==> src/rtl/writeback_stage_pkg.sv <==
// Shared types for the writeback stage: load funct3 encodings and FSM states.
package writeback_stage_pkg;

    typedef enum logic [2:0] {
        LB  = 3'b000,
        LH  = 3'b001,
        LW  = 3'b010,
        LBU = 3'b100,
        LHU = 3'b101
    } load_type_t;

    typedef enum logic {
        IDLE      = 1'b0,
        WAIT_LOAD = 1'b1
    } wb_state_t;

endpackage

==> src/rtl/load_extender.sv <==
// Aligns a raw data-memory word by byte offset and sign/zero-extends per load type.
// Purely combinational; flags unknown funct3 and misaligned half/word loads.
module load_extender
    import writeback_stage_pkg::*;
(
    input  logic [31:0] loadData,
    input  logic [2:0]  loadType,
    input  logic [1:0]  offset,
    output logic [31:0] extended,
    output logic        fault
);

    logic [31:0] shifted;

    assign shifted = loadData >> {offset, 3'b000};

    always_comb begin
        extended = shifted;
        fault    = 1'b0;
        case (loadType)
            LB:  extended = {{24{shifted[7]}}, shifted[7:0]};
            LH: begin
                extended = {{16{shifted[15]}}, shifted[15:0]};
                fault    = offset[0];
            end
            LW:  fault = (offset != 2'b00);
            LBU: extended = {24'h0, shifted[7:0]};
            LHU: begin
                extended = {16'h0, shifted[15:0]};
                fault    = offset[0];
            end
            default: fault = 1'b1;
        endcase
    end

endmodule

==> src/rtl/writeback_stage.sv <==
// Final pipeline stage driving the register-file write port and retire counter.
// Non-loads write 1 cycle after transfer; loads 1 cycle after loadDataValid; memReady=0 while a load is outstanding.
module writeback_stage
    import writeback_stage_pkg::*;
#(
    parameter int COUNT_WIDTH = 64
) (
    input  logic                   clock,
    input  logic                   reset,
    input  logic                   memValid,
    output logic                   memReady,
    input  logic                   memDestEnable,
    input  logic [4:0]             memDestAddress,
    input  logic [31:0]            memResult,
    input  logic                   memIsLoad,
    input  logic [2:0]             memLoadType,
    input  logic [1:0]             memByteOffset,
    input  logic                   loadDataValid,
    input  logic [31:0]            loadData,
    output logic                   destinationEnable,
    output logic [4:0]             writeAddress,
    output logic [31:0]            writeData,
    output logic                   retireValid,
    output logic                   loadFault,
    output logic [COUNT_WIDTH-1:0] instretCount
);

    wb_state_t   state;
    logic        pendDestEnable;
    logic [4:0]  pendDestAddress;
    logic [2:0]  pendLoadType;
    logic [1:0]  pendOffset;
    logic [31:0] loadValue;
    logic        loadIllegal;

    load_extender extender (
        .loadData (loadData),
        .loadType (pendLoadType),
        .offset   (pendOffset),
        .extended (loadValue),
        .fault    (loadIllegal)
    );

    assign memReady = (state == IDLE);

    always_ff @(posedge clock) begin
        if (reset) begin
            state             <= IDLE;
            destinationEnable <= 1'b0;
            writeAddress      <= '0;
            writeData         <= '0;
            retireValid       <= 1'b0;
            loadFault         <= 1'b0;
            instretCount      <= '0;
            pendDestEnable    <= 1'b0;
            pendDestAddress   <= '0;
            pendLoadType      <= '0;
            pendOffset        <= '0;
        end else begin
            destinationEnable <= 1'b0;
            retireValid       <= 1'b0;
            loadFault         <= 1'b0;
            case (state)
                IDLE: begin
                    if (memValid) begin
                        if (memIsLoad) begin
                            pendDestEnable  <= memDestEnable;
                            pendDestAddress <= memDestAddress;
                            pendLoadType    <= memLoadType;
                            pendOffset      <= memByteOffset;
                            state           <= WAIT_LOAD;
                        end else begin
                            retireValid  <= 1'b1;
                            instretCount <= instretCount + 1'b1;
                            // x0 still retires but never strobes the register file
                            if (memDestEnable && (memDestAddress != 5'd0)) begin
                                destinationEnable <= 1'b1;
                                writeAddress      <= memDestAddress;
                                writeData         <= memResult;
                            end
                        end
                    end
                end
                WAIT_LOAD: begin
                    if (loadDataValid) begin
                        state <= IDLE;
                        if (loadIllegal) begin
                            loadFault <= 1'b1;
                        end else begin
                            retireValid  <= 1'b1;
                            instretCount <= instretCount + 1'b1;
                            if (pendDestEnable && (pendDestAddress != 5'd0)) begin
                                destinationEnable <= 1'b1;
                                writeAddress      <= pendDestAddress;
                                writeData         <= loadValue;
                            end
                        end
                    end
                end
                default: state <= IDLE;
            endcase
        end
    end

endmodule

==> config.mk <==
export PLATFORM = sky130hd
export DESIGN_NAME = writeback_stage
export DESIGN_NICKNAME = d
export VERILOG_FILES = /design/src/rtl/writeback_stage_pkg.sv /design/src/rtl/load_extender.sv /design/src/rtl/writeback_stage.sv
export SDC_FILE = /design/constraint.sdc
export NUM_CORES = 1
export LEC_CHECK = 0
export BUFFER_PORTS_ARGS = -buffer_cell sky130_fd_sc_hd__buf_4
export CAP_MARGIN = 20
export CORE_ASPECT_RATIO = 2
export CORE_UTILIZATION = 30
export DETAILED_ROUTE_END_ITERATION = 8
export SETUP_SLACK_MARGIN = 0.1
export SYNTH_ARGS = -nofsm -noshare
export SYNTH_HDL_FRONTEND = slang
export SYNTH_SLANG_ARGS = --single-unit
==> constraint.sdc <==
create_clock -name clock -period 2.6 [get_ports clock]
set_input_delay 0.13 -clock clock [delete_from_list [all_inputs] [get_ports clock]]
set_output_delay 0.13 -clock clock [all_outputs]
set_load 0.02 [all_outputs]
==> results.sh <==
export IMPL_critPathLaunchType="register"
export IMPL_total_negative_setup_slack_ps=0
export IMPL_min_delay_worst_endpoint="writeData[8]"
export IMPL_max_slew_worst_pin_slew_ps=643
export IMPL_hold_depth=3
export IMPL_detail_route_iter0_violations=265
export IMPL_reg2reg_depth=5
export IMPL_post_route_period_util=0.908
export IMPL_total_congestion_overflow_after_global_routing=0
export IMPL_place_worst_setup_slack_ps=138
export IMPL_num_cts_buffers=17
export IMPL_synth_sequential_area_ratio=0.397
export IMPL_power_per_cell_area_nw_per_um2=578
export IMPL_worst_ep_arrival_ps=2700
export IMPL_run_status="complete, no violations"
export IMPL_worst_setup_path_end_kind="register"
export IMPL_rsz0062_at_grt="no"
export IMPL_antenna_cells=0
export IMPL_slew_headroom=0.571
export IMPL_worst_slack_ps=239
export IMPL_ys_flop_type="dfxtp_1"
export IMPL_grt_start_max_net_pins=59
export IMPL_layoutNonFillerInstCount=1160
export IMPL_dp_final_hpwl_um=14600
export IMPL_yosys_warnings=0
export IMPL_holdCritStartpoint="memResult[8]"
export IMPL_mappedNetlistArea_um2=5850
export IMPL_routed_wl_per_cell_um=16.7
export IMPL_areaGrowthSynthToFinish_pct=43.9
export IMPL_postCtsSetupRepairBufs=0
export IMPL_swShare=0.237
export IMPL_grt_use_total=0.195
export IMPL_clock_root_buffer="clkbuf_16"
export IMPL_clock_tree_from_tritoncts="done"
export IMPL_first_pass_iters=4
export IMPL_min_path_type="in -> reg"
export IMPL_timing_clock_skew_ps=10.2
export IMPL_io_pins=185
export IMPL_r2r_end="instretCount[48]"
export IMPL_placeable_core_region_um2=18900
export IMPL_post_synth_cell_area_avg_um2=8.47
export IMPL_wirelength_um=19400
export IMPL_finalSetupViolations=0
export IMPL_synth_cell_type_count=46
export IMPL_timing_critical_path_max_delay_family="simple AND/OR/NAND/NOR gates"
export IMPL_period_needed_ps=2360
export IMPL_num_nets_final=974
export IMPL_dieArea_um2=20100
export IMPL_achievable_frequency_mhz=424
export IMPL_global_route_wire_length_before_repair_um=30200
export IMPL_synth_enable_flop_cells=0
export IMPL_starting_density_of_the_core=0.309
export IMPL_cp_peak_stage_delay_ps=560
export IMPL_worst_skew_pair_late_latency_ps=410
export IMPL_ir_worst_vdd_uv=347
export IMPL_post_drt_via_cell_ratio=5.14
export IMPL_design_area_um2=8420
export IMPL_cts_max_level=4
export IMPL_power_internal_mw=3.71
export IMPL_longest_clk_path_bufs=2
export IMPL_cpMaxStageDelayCell="or4_4"
export IMPL_vias=5960
export IMPL_maxCapViolCount=0
export IMPL_antenna_left=0
export IMPL_die_y_um=199
export IMPL_io_buffers=184
export IMPL_synthesis_instances=691
export IMPL_worst_r2r_setup_slack_ps=240
export IMPL_number_of_placed_instances_taps_included=1116
export IMPL_netSwitchingPower_mw=1.15
export IMPL_mostFrequentLayoutCell="buf_4"
export IMPL_worst_path_max_fanout=21
export IMPL_slew_viol_final=0
export IMPL_crit_path_cell_trace="nand4_2 > or4_4 > or3_4 > or4_1 > a21oi_1"
export IMPL_power_share_clock=0.514
export IMPL_detail_route_drc_violations=0
export IMPL_first_global_vias=5709
export IMPL_detailed_place_area_um2=7640
export IMPL_std_cell_rows=71
export IMPL_synth_net_count=772
export IMPL_pwr_share_comb=0.107
export IMPL_data_required_time_of_the_worst_path_ps=2940
export IMPL_postSynthRegisterBits=116
export IMPL_power_sequential_fraction=0.379
export IMPL_layout_drive_gt1_share=0.297
export IMPL_final_hold_violation_count=0
export IMPL_n_fill_cell=1912
export IMPL_most_common_layout_cells="215 x buf_4, 112 x dfxtp_1, 68 x nor2_1, 65 x a21oi_1, 46 x nand2_1"
export IMPL_worst_setup_hold_path_clk_slew_ps=60
export IMPL_tritoncts_num_sinks=116
export IMPL_antenna_found_initial=0
export IMPL_die_width_um=101
export IMPL_cp_num_buf_inv=0
export IMPL_finalWeightedCongestion=0.831
export IMPL_share_of_synthesized_registers_carrying_an_async_set_or_reset=0
export IMPL_power_static_leakage_nw=3.13
export IMPL_worst_r2r_startpoint="instretCount[33]"
export IMPL_worstSetupPathType="reg -> reg"
==> per-layer routing <==
metal  vias to the layer above  share of wire  global-route usage
li1                       3010              -                   -
met1                      2780           0.38               0.208
met2                       149           0.56               0.368
met3                        21          0.036              0.0364
met4                         0          0.023              0.0751
met5                         -              0                   0
==> state kept, by name (all words and copies together) (netlist names) <==
name               cells
writeData             32
pendLoadType           3
pendDestEnable         1
instretCount          64
destinationEnable      1
retireValid            1
loadFault              1
pendDestAddress        5
writeAddress           5
pendOffset             2
state                  1
==> what timing repair did <==
action / CTS / global route
resized for setup: 0 / 5
setup endpoints to repair: 0 / 22
endpoints found under the hold margin: 13 / 0
hold buffers: 13 / 0
==> per-stage QoR <==
step	total power [mW]	utilization	hold WS (ps)
2_1_floorplan	2.14	-	274
3_3_place_gp	2.38	0.404	362
3_5_place_dp	2.39	0.404	367
4_1_cts	4.92	0.444	0.196
5_1_grt	5.04	0.445	4.14
6_report	4.86	0.445	18.3
==> cell families (layout without fill, tap and decap cells) <==
family / count (synthesis) / count (layout) / synth area share
AO/OA/AOI/OAI: 203 / 203 / 0.230
flip-flops: 116 / 116 / 0.397
XOR/XNOR: 24 / 24 / 0.0359
AND/OR/NAND/NOR: 244 / 244 / 0.220
buffers and inverters: 60 / 274 / 0.0398
multiplexers: 43 / 43 / 0.0757
adder cells (fa/ha/maj): 1 / 1 / 0.00214
==> Yosys cell counts (6+ instances only) <==
master / n / share of area
or3_1: 13 / 0.014
o31ai_1: 29 / 0.037
nor2b_1: 8 / 0.0086
a21oi_1: 67 / 0.057
dfxtp_1: 116 / 0.40
xnor2_1: 22 / 0.033
clkbuf_1: 43 / 0.028
o211ai_1: 12 / 0.015
o21ai_0: 28 / 0.024
nor2_1: 68 / 0.044
inv_1: 14 / 0.0090
a32o_1: 15 / 0.026
or2_2: 7 / 0.0075
nand4_1: 12 / 0.013
or4_1: 33 / 0.042
nand2_1: 46 / 0.030
nand3_1: 19 / 0.016
nor4_1: 7 / 0.0075
nor3_1: 9 / 0.0077
mux2i_1: 42 / 0.072
a211oi_1: 25 / 0.032
and4_1: 6 / 0.0090
a2bb2oi_1: 7 / 0.010
==> how the worst max path moves through the flow <==
stage / startpoint / end / slack (ps) / cells past startpoint
floorplan: instretCount[32] / instretCount[48] / 150 / 6
global placement: instretCount[32] / instretCount[55] / 200 / 5
detailed placement: instretCount[32] / instretCount[49] / 140 / 5
CTS: instretCount[32] / instretCount[48] / 110 / 5
global route: pendOffset[1] / instretCount[61] / 120 / 6
finish: instretCount[33] / instretCount[48] / 240 / 5
==> power groups by stage <==
stage	sequential, mW	combinational [mW]	clock, mW
2_1_floorplan	1.91	0.228	0
3_3_place_gp	1.88	0.504	0
3_5_place_dp	1.88	0.506	0
4_1_cts	1.84	0.525	2.56
5_1_grt	1.85	0.565	2.63
6_report	1.84	0.522	2.50
==> worst reg2reg max path, delay by kind of cell (launching register included) <==
family | cells | cell delay (ps)
compound gates | 1 | 160
flops | 1 | 390
simple gates | 4 | 1740
==> layout make-up <==
cell class                      count  area (µm²)  area share
Inverter                           14        52.6     0.00624
Sequential cell                   116        2330       0.276
Tap cell                          255         319      0.0379
Timing Repair Buffer              229        1760       0.210
Multi-Input combinational cell    515        3320       0.395
Clock buffer                       19         453      0.0538
Clock inverter                     12         179      0.0213
Power figures use the tool's default switching activity.
